[config.mk]
export PLATFORM = sky130hd
export DESIGN_NAME = wdc_seq
export DESIGN_NICKNAME = d
export VERILOG_FILES = /design/src/rtl/crpa_wdc_pkg.sv /design/src/rtl/wdc_seq_cnt.sv /design/src/rtl/wdc_seq.sv
export SDC_FILE = /design/constraint.sdc
export NUM_CORES = 1
export LEC_CHECK = 0
export ABC_AREA = 1
export CAP_MARGIN = 20
export CORE_UTILIZATION = 55
export CTS_BUF_LIST = sky130_fd_sc_hd__clkbuf_4
export CTS_CLUSTER_SIZE = 40
export DETAILED_ROUTE_END_ITERATION = 10
export DONT_BUFFER_PORTS = 1
export PLACE_DENSITY = 0.7
export SYNTH_ARGS = -nofsm -noshare
export SYNTH_HDL_FRONTEND = slang
export SYNTH_SLANG_ARGS = --single-unit
[constraint.sdc]
create_clock -name clk -period 3 [get_ports clk]
set_clock_uncertainty 0.05 [all_clocks]
set_input_delay 0.6 -clock clk [delete_from_list [all_inputs] [get_ports clk]]
set_output_delay 0.6 -clock clk [all_outputs]
set_load 0.02 [all_outputs]
[src/rtl/crpa_wdc_pkg.sv]
// Shared definitions for the CRPA DC-wipe sequencer: state codes and parameter defaults.
package crpa_wdc_pkg;

    localparam logic [2:0] ST_IDLE   = 3'd0;
    localparam logic [2:0] ST_CLEAR  = 3'd1;
    localparam logic [2:0] ST_SETTLE = 3'd2;
    localparam logic [2:0] ST_RUN    = 3'd3;
    localparam logic [2:0] ST_FREEZE = 3'd4;
    localparam logic [2:0] ST_ERROR  = 3'd5;

    localparam int unsigned WDC_CLR_CYC_DEF   = 4;
    localparam int unsigned WDC_BLANK_MAX_DEF = 1024;

    // States in which a start pulse may (re)launch the acquisition sequence.
    function automatic logic is_startable(input logic [2:0] st);
        return (st == ST_IDLE) || (st == ST_ERROR);
    endfunction

endpackage

[src/rtl/wdc_seq_cnt.sv]
// Loadable saturating down-counter; o_zero flags the terminal count.
module wdc_seq_cnt #(
    parameter int unsigned W = 20
) (
    input  logic         clk,
    input  logic         resetn,
    input  logic         i_load,
    input  logic [W-1:0] i_load_val,
    input  logic         i_dec,
    output logic         o_zero
);

    logic [W-1:0] r_cnt;

    always_ff @(posedge clk) begin
        if (!resetn) begin
            r_cnt <= '0;
        end else if (i_load) begin
            r_cnt <= i_load_val;
        end else if (i_dec && (r_cnt != '0)) begin
            r_cnt <= r_cnt - W'(1);
        end
    end

    assign o_zero = (r_cnt == '0);

endmodule

[src/rtl/wdc_seq.sv]
// DC-wipe acquisition sequencer: clears, settles and supervises the per-antenna DC-removal filters.
module wdc_seq
    import crpa_wdc_pkg::*;
#(
    parameter int unsigned N_CH      = 4,
    parameter int unsigned CNT_W     = 20,
    parameter int unsigned CLR_CYC   = WDC_CLR_CYC_DEF,
    parameter int unsigned BLANK_MAX = WDC_BLANK_MAX_DEF
) (
    input  logic             clk,
    input  logic             resetn,
    input  logic             start,
    input  logic             stop,
    input  logic             blank,
    input  logic [N_CH-1:0]  ch_mask,
    input  logic [CNT_W-1:0] settle_len,
    input  logic [N_CH-1:0]  wdc_valid,
    output logic [N_CH-1:0]  wdc_rstn,
    output logic [N_CH-1:0]  wdc_ena,
    output logic             ready,
    output logic             busy,
    output logic             err,
    output logic [2:0]       state
);

    localparam int unsigned      CLR_W      = $clog2(CLR_CYC) + 1;
    localparam logic [CLR_W-1:0] CLR_LOAD   = CLR_W'(CLR_CYC - 1);
    localparam logic [CNT_W-1:0] BLANK_LOAD = CNT_W'(BLANK_MAX - 1);

    logic [2:0]       r_state;
    logic [N_CH-1:0]  r_mask;
    logic [CNT_W-1:0] r_len;
    logic             r_err;
    logic [CLR_W-1:0] r_clr_cnt;

    logic [2:0]       w_nxt;
    logic             w_accept;
    logic             w_fail;
    logic             w_all_valid;
    logic             w_set_ld;
    logic             w_set_dec;
    logic             w_set_zero;
    logic             w_blk_ld;
    logic             w_blk_dec;
    logic             w_blk_zero;
    logic [CNT_W-1:0] w_set_val;

    assign w_accept    = start && !stop && (ch_mask != '0) && is_startable(r_state);
    assign w_all_valid = ((wdc_valid & r_mask) == r_mask);
    // A zero settle length still spends one cycle in SETTLE.
    assign w_set_val   = (r_len == '0) ? '0 : (r_len - CNT_W'(1));

    always_comb begin
        w_nxt     = r_state;
        w_fail    = 1'b0;
        w_set_ld  = 1'b0;
        w_set_dec = 1'b0;
        w_blk_ld  = 1'b0;
        w_blk_dec = 1'b0;
        if (stop) begin
            w_nxt = ST_IDLE;
        end else begin
            case (r_state)
                ST_IDLE, ST_ERROR: begin
                    if (w_accept) w_nxt = ST_CLEAR;
                end
                ST_CLEAR: begin
                    if (r_clr_cnt == '0) begin
                        w_nxt    = ST_SETTLE;
                        w_set_ld = 1'b1;
                    end
                end
                ST_SETTLE: begin
                    if (w_set_zero) begin
                        if (w_all_valid) begin
                            w_nxt = ST_RUN;
                        end else begin
                            w_nxt  = ST_ERROR;
                            w_fail = 1'b1;
                        end
                    end else begin
                        w_set_dec = 1'b1;
                    end
                end
                ST_RUN: begin
                    if (blank) begin
                        w_nxt    = ST_FREEZE;
                        w_blk_ld = 1'b1;
                    end
                end
                // FREEZE may last at most BLANK_MAX blanked cycles before the estimate is stale.
                ST_FREEZE: begin
                    if (!blank) begin
                        w_nxt = ST_RUN;
                    end else if (w_blk_zero) begin
                        w_nxt = ST_CLEAR;
                    end else begin
                        w_blk_dec = 1'b1;
                    end
                end
                default: w_nxt = ST_IDLE;
            endcase
        end
    end

    wdc_seq_cnt #(.W(CNT_W)) u_settle_cnt (
        .clk        (clk),
        .resetn     (resetn),
        .i_load     (w_set_ld),
        .i_load_val (w_set_val),
        .i_dec      (w_set_dec),
        .o_zero     (w_set_zero)
    );

    wdc_seq_cnt #(.W(CNT_W)) u_blank_cnt (
        .clk        (clk),
        .resetn     (resetn),
        .i_load     (w_blk_ld),
        .i_load_val (BLANK_LOAD),
        .i_dec      (w_blk_dec),
        .o_zero     (w_blk_zero)
    );

    always_ff @(posedge clk) begin
        if (!resetn) begin
            r_state   <= ST_IDLE;
            r_mask    <= '0;
            r_len     <= '0;
            r_err     <= 1'b0;
            r_clr_cnt <= '0;
        end else begin
            r_state <= w_nxt;
            if (stop) begin
                r_err <= 1'b0;
            end else if (w_accept) begin
                r_err  <= 1'b0;
                r_mask <= ch_mask;
                r_len  <= settle_len;
            end else if (w_fail) begin
                r_err <= 1'b1;
            end
            if ((w_nxt == ST_CLEAR) && (r_state != ST_CLEAR)) begin
                r_clr_cnt <= CLR_LOAD;
            end else if ((r_state == ST_CLEAR) && (r_clr_cnt != '0)) begin
                r_clr_cnt <= r_clr_cnt - CLR_W'(1);
            end
        end
    end

    // Outputs decode the registered state, so they trail a state change by one cycle.
    always_ff @(posedge clk) begin
        if (!resetn) begin
            state    <= ST_IDLE;
            wdc_rstn <= '1;
            wdc_ena  <= '0;
            ready    <= 1'b0;
            busy     <= 1'b0;
            err      <= 1'b0;
        end else begin
            state    <= r_state;
            wdc_rstn <= (r_state == ST_CLEAR) ? ~r_mask : '1;
            wdc_ena  <= ((r_state == ST_SETTLE) || (r_state == ST_RUN)) ? r_mask : '0;
            ready    <= (r_state == ST_RUN);
            busy     <= (r_state != ST_IDLE);
            err      <= r_err;
        end
    end

endmodule

# --- Word-level counts from Yosys, hierarchy flattened ---
# Cells that the tools add are included.
totals:
  rom_bits: 0
  out_inout_bits: 14
  latchBits: 0
  register_bits: 85
  n_memories: 0
  in_bits: 33
  ramBits: 0
  elab_cells: 94
op_classes:
  n_shift: 0
  mul: 0
  bitwise: 4
  addsub: 4
  muxes: 33
  n_div: 0
  eq_ne: 8
  n_reduce_logical: 30
  n_lt_le_gt_ge: 0
op_table:
  columns: ["cell", "count"]
  rows:
  - ["$logic_not A20 Y1", 3]
  - ["$mux W20", 3]
  - ["$sub A20 B1 Y20 const B", 3]
  - ["$reduce_bool A20 Y1", 2]
  - ["$mux W3", 8]
  - ["$mux W10", 2]
  - ["$mux W1", 17]
  - ["$pmux W3 S5", 1]
  - ["$logic_and A1 B1 Y1", 7]
  - ["$eq A3 B1 Y1 const B", 2]
  - ["$eq A3 B2 Y1 const B", 2]
  - ["$eq A3 B3 Y1 const B", 2]
  - ["$logic_not A3 Y1", 2]
  - ["$reduce_and A2 Y1", 3]
  - ["$reduce_bool A2 Y1", 3]
  - ["$reduce_bool A3 Y1", 2]
  - ["$reduce_or A2 Y1", 3]
  - ["$and A4 B4 Y4", 1]
  - ["$eq A4 B4 Y1", 1]
  - ["$mux W2", 2]
  - ["$not A4 Y4", 1]
  - ["$reduce_bool A4 Y1", 1]
  - ["$ne A3 B1 Y1 const B", 1]
  - ["$reduce_or A3 Y1", 1]
  - ["4 further kinds", 6]

# --- Logic depth before layout (Yosys ltp) ---
depth:
  ltp_word: 10
  mapped_depth: 13
  mapped_depth_nobuf: 13

# --- Modules after synthesis ---
# From an unflattened synthesis, not the netlist that was laid out.
unflattened:
  hier_cells: 867
  hier_area_um2: 5616.6
by_module_without_submodules:
  columns: ["module", "seq_area_each_um2", "area_each_um2", "cells_each", "instances"]
  rows:
  - ["wdc_seq", 900.9, 2428.6, 345, 1]
  - ["wdc_seq_cnt (u_settle_cnt)", 400.4, 1595.3, 278, 1]
  - ["wdc_seq_cnt (u_blank_cnt)", 400.4, 1592.8, 244, 1]

# --- Worst setup path after synthesis ---
# No wires, ideal clock.
synth_path:
  path_kind: "in2reg"
  start: "in stop"
  end: "reg r_len[14]"
  t_arrival_ns: 1.531
  slack_ns: 1.349
  stages: 7
  required_ns: 2.880
  setup_time_ns: 0.070
  path_buffers: 2
  cell_sequence: "inv_1 > nand2_1 > a21oi_1 > nand2_1 > clkbuf_1 > buf_2 > a21oi_1"
synth_via:
  elab_chain_cells: 5
  elab_cells_between_ends: 6
  classes_between: "1 x bitwise; 5 x reduce/logical"
synth_rtl:
  columns: ["item", "line", "rtl"]
  rows:
  - ["from (decl)", "wdc_seq.sv:13", "input logic stop,"]
  - ["$logic_not A1 Y1", "wdc_seq.sv:48", "assign w_accept = start && !stop && (ch_mask != '0) && is_startable(r_state);"]
  - ["$logic_and A1 B1 Y1 (3 in series)", "wdc_seq.sv:48", null]
  - ["$reduce_and A2 Y1 (no source line) *", null, null]
  - ["to (signal assigned)", "wdc_seq.sv:138", "r_len <= settle_len;"]
  - ["to (decl)", "wdc_seq.sv:32", "logic [CNT_W-1:0] r_len;"]
# Mark *: on every way between the ends. The rest lies on a longest branch, timed or not.
# A chain may end at the register's enable or synchronous reset.

# --- Worst setup path after layout ---
layout_path:
  start: "reg r_state[0]"
  end: "reg r_err"
layout_via:
  elab_chain_cells: 4
  elab_cells_between_ends: 8
  classes_between: "2 x eq/ne; 2 x mux; 4 x reduce/logical"
layout_rtl:
  columns: ["item", "line", "rtl"]
  rows:
  - ["from (decl)", "wdc_seq.sv:30", "logic [2:0] r_state;"]
  - ["from (signal assigned)", "wdc_seq.sv:132", "r_state <= w_nxt;"]
  - ["$eq A3 B3 Y1 / $logic_not A3 Y1 (equally long branches)", "crpa_wdc_pkg.sv:16", "return (st == ST_IDLE) || (st == ST_ERROR);"]
  - ["$logic_or A1 B1 Y1", "crpa_wdc_pkg.sv:16", null]
  - ["$logic_and A1 B1 Y1", "wdc_seq.sv:48", null]
  - ["$reduce_or A3 Y1 (no source line)", null, null]
  - ["to (signal assigned)", "wdc_seq.sv:129", "r_err <= 1'b0;"]
  - ["to (signal assigned)", "wdc_seq.sv:134", "r_err <= 1'b0;"]
  - ["to (signal assigned)", "wdc_seq.sv:136", "r_err <= 1'b0;"]
  - ["to (decl)", "wdc_seq.sv:33", "logic r_err;"]
# Several ways; a longest one is shown, not always the timed one.

==> summary.log <==
[setup_path] logic depth of the worst register-to-register path 6
[drt] iteration count of the initial detailed-routing pass 5
[synthesis] fraction of registers with async set/reset 0%
[timing] Worst Max-Slew Pin Slew 550 ps
[setup_path] critical path class register to register
[timing] RSZ-0062 raised after global routing false
[placement] number of port buffers 0
[timing] max frequency 483 MHz
[cts] setup fix buffers added after clock tree synthesis 0
[setup_path] Critical Path RT 3320 ps
[power_and_ir_drop] portion of total power attributed to the clock network 29.3%
[power_and_ir_drop] Switching Fraction 33.2%
[setup_path] first element of the critical path r_state[0]
[synthesis] mapped cell area 4710 µm²
[drt] final WL 11,100 µm
[worst_hold_path] source of the worst hold timing path stop
[setup_path] Register-to-Register Setup Slack 930 ps
[cts] number of CTS-inserted buffers 9
[power_and_ir_drop] Power Density 492 nW/µm²
[setup_path] highest fanout seen on the critical path 23
[timing] crit share post-route 69.1%
[setup_path] CP Capture Type register
[synthesis] number of flip-flops and latches in the synthesized netlist 85
[setup_path] Crit path arrival time 2390 ps
[finish] relative area change from synthesis to final layout 3.43%
[cts] clock net sink count 85
[placement] Placer Congestion 0.869
[cts] maximum clock insertion buffer count 2
[cts] source-to-sink clock delay at the later pin of the worst-skew pair 450 ps
[placement] cell total after placement 786
[placement] worst slack at placement 835 ps
[timing] Slew headroom 63.2%
[synthesis] Post-synth EDFFs 0
[drt] number of vias per cell after detailed routing 5.47
[finish] core occupancy in the finished layout 59.0%
[floorplan] Die ar. 8940 µm²
[synthesis] synthesized area per cell 6.74 µm²
[timing] final critical-path setup slack 928 ps
[placement] half-perimeter wire length of the detailed placement result 8210 µm
[cts] clk slew on worst S/H paths 150 ps
[synthesis] main flop type after synthesis sky130_fd_sc_hd__dfxtp_1
[power_and_ir_drop] power share of the sequential group 50.6%
[timing] count of pins over their slew limit 0
[run_status] run status complete, no violations
[cts] master cell of the clock root buffer sky130_fd_sc_hd__clkbuf_4
[setup_path] cell chain of the critical path inv_2 > nand3_1 > nand2_1 > nand2_1 > clkinv_1 > nor4_1
[cts] H-tree levels 3
[setup_path] cell with the largest stage delay on the worst path sky130_fd_sc_hd__dfxtp_1
[global_routing] largest net degree at the start of global routing 54
[drt] detailed-route via count 4,383
[timing] final sum of negative setup slack 0 ps
[floorplan] number of top-level pins 47
[floorplan] Chip Width 94.6 µm
[timing] Min Clock Period, post-route 2070 ps
[finish] commonest non-fill, non-tap cells in the layout sky130_fd_sc_hd__nor2_1 (137), sky130_fd_sc_hd__nand2_1 (120), sky130_fd_sc_hd__dfxtp_1 (85)
[finish] layout cell share with drive strength beyond 1 5.88%
[global_routing] first-pass GRT wire length 18,400 µm
[setup_path] capturing instance or port of the critical path r_err
[synthesis] number of instances in the synthesized netlist 699
[timing] setup violation total in the final timing report 0
[flow_run] number of max-capacitance violations reported 0
[floorplan] chip height 94.6 µm
[setup_path] maximum cell stage delay along the critical path 540 ps
[synthesis] Warnings, synthesis 0
[setup_path] Most common cell on crit path sky130_fd_sc_hd__nand2_1
[cts] clock tree from TritonCTS built
[drt] DRC violation count after routing 0
[drt] drt wl/cell 13.9 µm
[power_and_ir_drop] switching power total 796 µW
[global_routing] Remaining Overflow, GRT 0
[cts] count of hold-fix buffers inserted at cts 0
[synthesis] sequential-to-total area share from yosys stat 36.1%
[floorplan] starting density of the core 57.1%
[drt] Initial DRC Count 281
[setup_path] sort of element at the start of the critical path register
[finish] Cell Count, Final, Fillers Out 802
[drt] number of antenna-violating nets in the routed design 0
[finish] number of nets in the layout 732
[power_and_ir_drop] static power due to leakage 0.00220 µW
[finish] fill cell count 813
[timing] final number of hold-violating endpoints 0
[cts] quantity of gates resized following cts 0
[floorplan] placeable core region 8260 µm²
[global_routing] number of antenna violations at the first check in global routing 0
[power_and_ir_drop] Pint 1600 µW
[power_and_ir_drop] maximum vdd drop 0.396 mV
[finish] Diodes inserted 0
[finish] leading cell type in the layout, fill and taps excluded sky130_fd_sc_hd__nor2_1
[floorplan] std cell rows 33
[global_routing] overall routing resource usage 26.2%
[worst_hold_path] worst hold path class input pin to register
[synthesis] number of distinct standard cells referenced by the synthesized netlist 40
[setup_path] end of the worst register-to-register path r_err
[global_routing] via count of the first global-routing pass 3,896
[setup_path] reg2reg start r_state[0]
[synthesis] Net Count, Synth 739
[power_and_ir_drop] combinational group share of total power 20.2%
[per-stage QoR]
step | hold slack (ps) | instance area [µm²] | power, µW
after detailed placement | 335 | 4720 | 1710
after global routing | 145 | 4870 | 2520
final | 152 | 4870 | 2400
after CTS | 144 | 4870 | 2410
after global placement | 322 | 4720 | 1690
after floorplan | 315 | 4710 | 1610
[critical path: cells and delay by family, from the launching register on]
kind,cells,cell delay (ps)
simple gates,4,880
flops,1,540
buf+inv,2,520
[layout make-up]
| cell class | instances | area (µm²) | area share (%) |
|---|---|---|---|
| flip-flops and latches | 85 | 1700 | 34.9 |
| well taps | 105 | 131 | 2.70 |
| repair buffers | 3 | 22.5 | 0.462 |
| clock buffers | 9 | 67.6 | 1.39 |
| clock inverters | 7 | 83.8 | 1.72 |
| multi-input cells | 518 | 2570 | 52.8 |
| inverters | 75 | 292 | 5.98 |
[sequential cells by signal, indices dropped and copies added, names as in the netlist, 3 cells and up]
register and flops:
r_len 20, u_blank_cnt.r_cnt 20, u_settle_cnt.r_cnt 20, r_mask 4, wdc_ena 4, wdc_rstn 4, r_clr_cnt 3, r_state 3
state 3
[worst min-delay path by stage]
| stage | endpoint | slack [ps] | depth (start not counted) |
|---|---|---|---|
| floorplan | wdc_rstn[0] | 320 | 1 |
| global placement | wdc_rstn[2] | 320 | 1 |
| detailed placement | wdc_rstn[2] | 340 | 1 |
| CTS | r_state[0] | 140 | 1 |
| global route | r_state[0] | 150 | 1 |
| finish | r_state[0] | 150 | 1 |
[cell families after synthesis]
group           synth area share, %
xor+xnor                       6.13
fa+ha+maj                      1.86
compound gates                 16.0
flops                          36.1
buf+inv                        9.24
simple gates                   30.7
[cell usage after synthesis, types with 3 or more instances]
cell	count	area (µm²)
sky130_fd_sc_hd__inv_2	6	22.5
sky130_fd_sc_hd__inv_1	65	244
sky130_fd_sc_hd__dfxtp_1	85	1700
sky130_fd_sc_hd__o22ai_1	3	18.8
sky130_fd_sc_hd__nor3_1	9	45.0
sky130_fd_sc_hd__a31oi_1	10	62.6
sky130_fd_sc_hd__nand2_1	120	450
sky130_fd_sc_hd__buf_6	3	33.8
sky130_fd_sc_hd__ha_1	7	87.6
sky130_fd_sc_hd__nor2_1	137	514
sky130_fd_sc_hd__nand2_4	4	45.0
sky130_fd_sc_hd__nor4_1	4	25.0
sky130_fd_sc_hd__o21ai_0	67	335
sky130_fd_sc_hd__xnor2_1	9	78.8
sky130_fd_sc_hd__a21oi_1	52	260
sky130_fd_sc_hd__buf_2	3	15.0
sky130_fd_sc_hd__nand4_1	5	31.3
sky130_fd_sc_hd__nand3_1	45	225
sky130_fd_sc_hd__clkbuf_1	10	37.5
sky130_fd_sc_hd__xor2_1	24	210
[power groups by stage]
stage / Combinational, µW / Sequential (µW) / Clock (µW)
4_1_cts: 478 / 1210 / 717
2_1_floorplan: 387 / 1230 / 0
3_5_place_dp: 475 / 1240 / 0
3_3_place_gp: 459 / 1230 / 0
5_1_grt: 549 / 1220 / 753
6_report: 484 / 1210 / 702
[metal layers]
layer / track usage [%] / up-vias / routed length (µm)
met5: 0 / - / 0
met4: 7.07 / 0 / 123
met3: 5.07 / 11 / 694
met2: 40.5 / 134 / 4840
met1: 37.0 / 1986 / 5460
li1: - / 2252 / -
(Power assumes the default switching activity.)
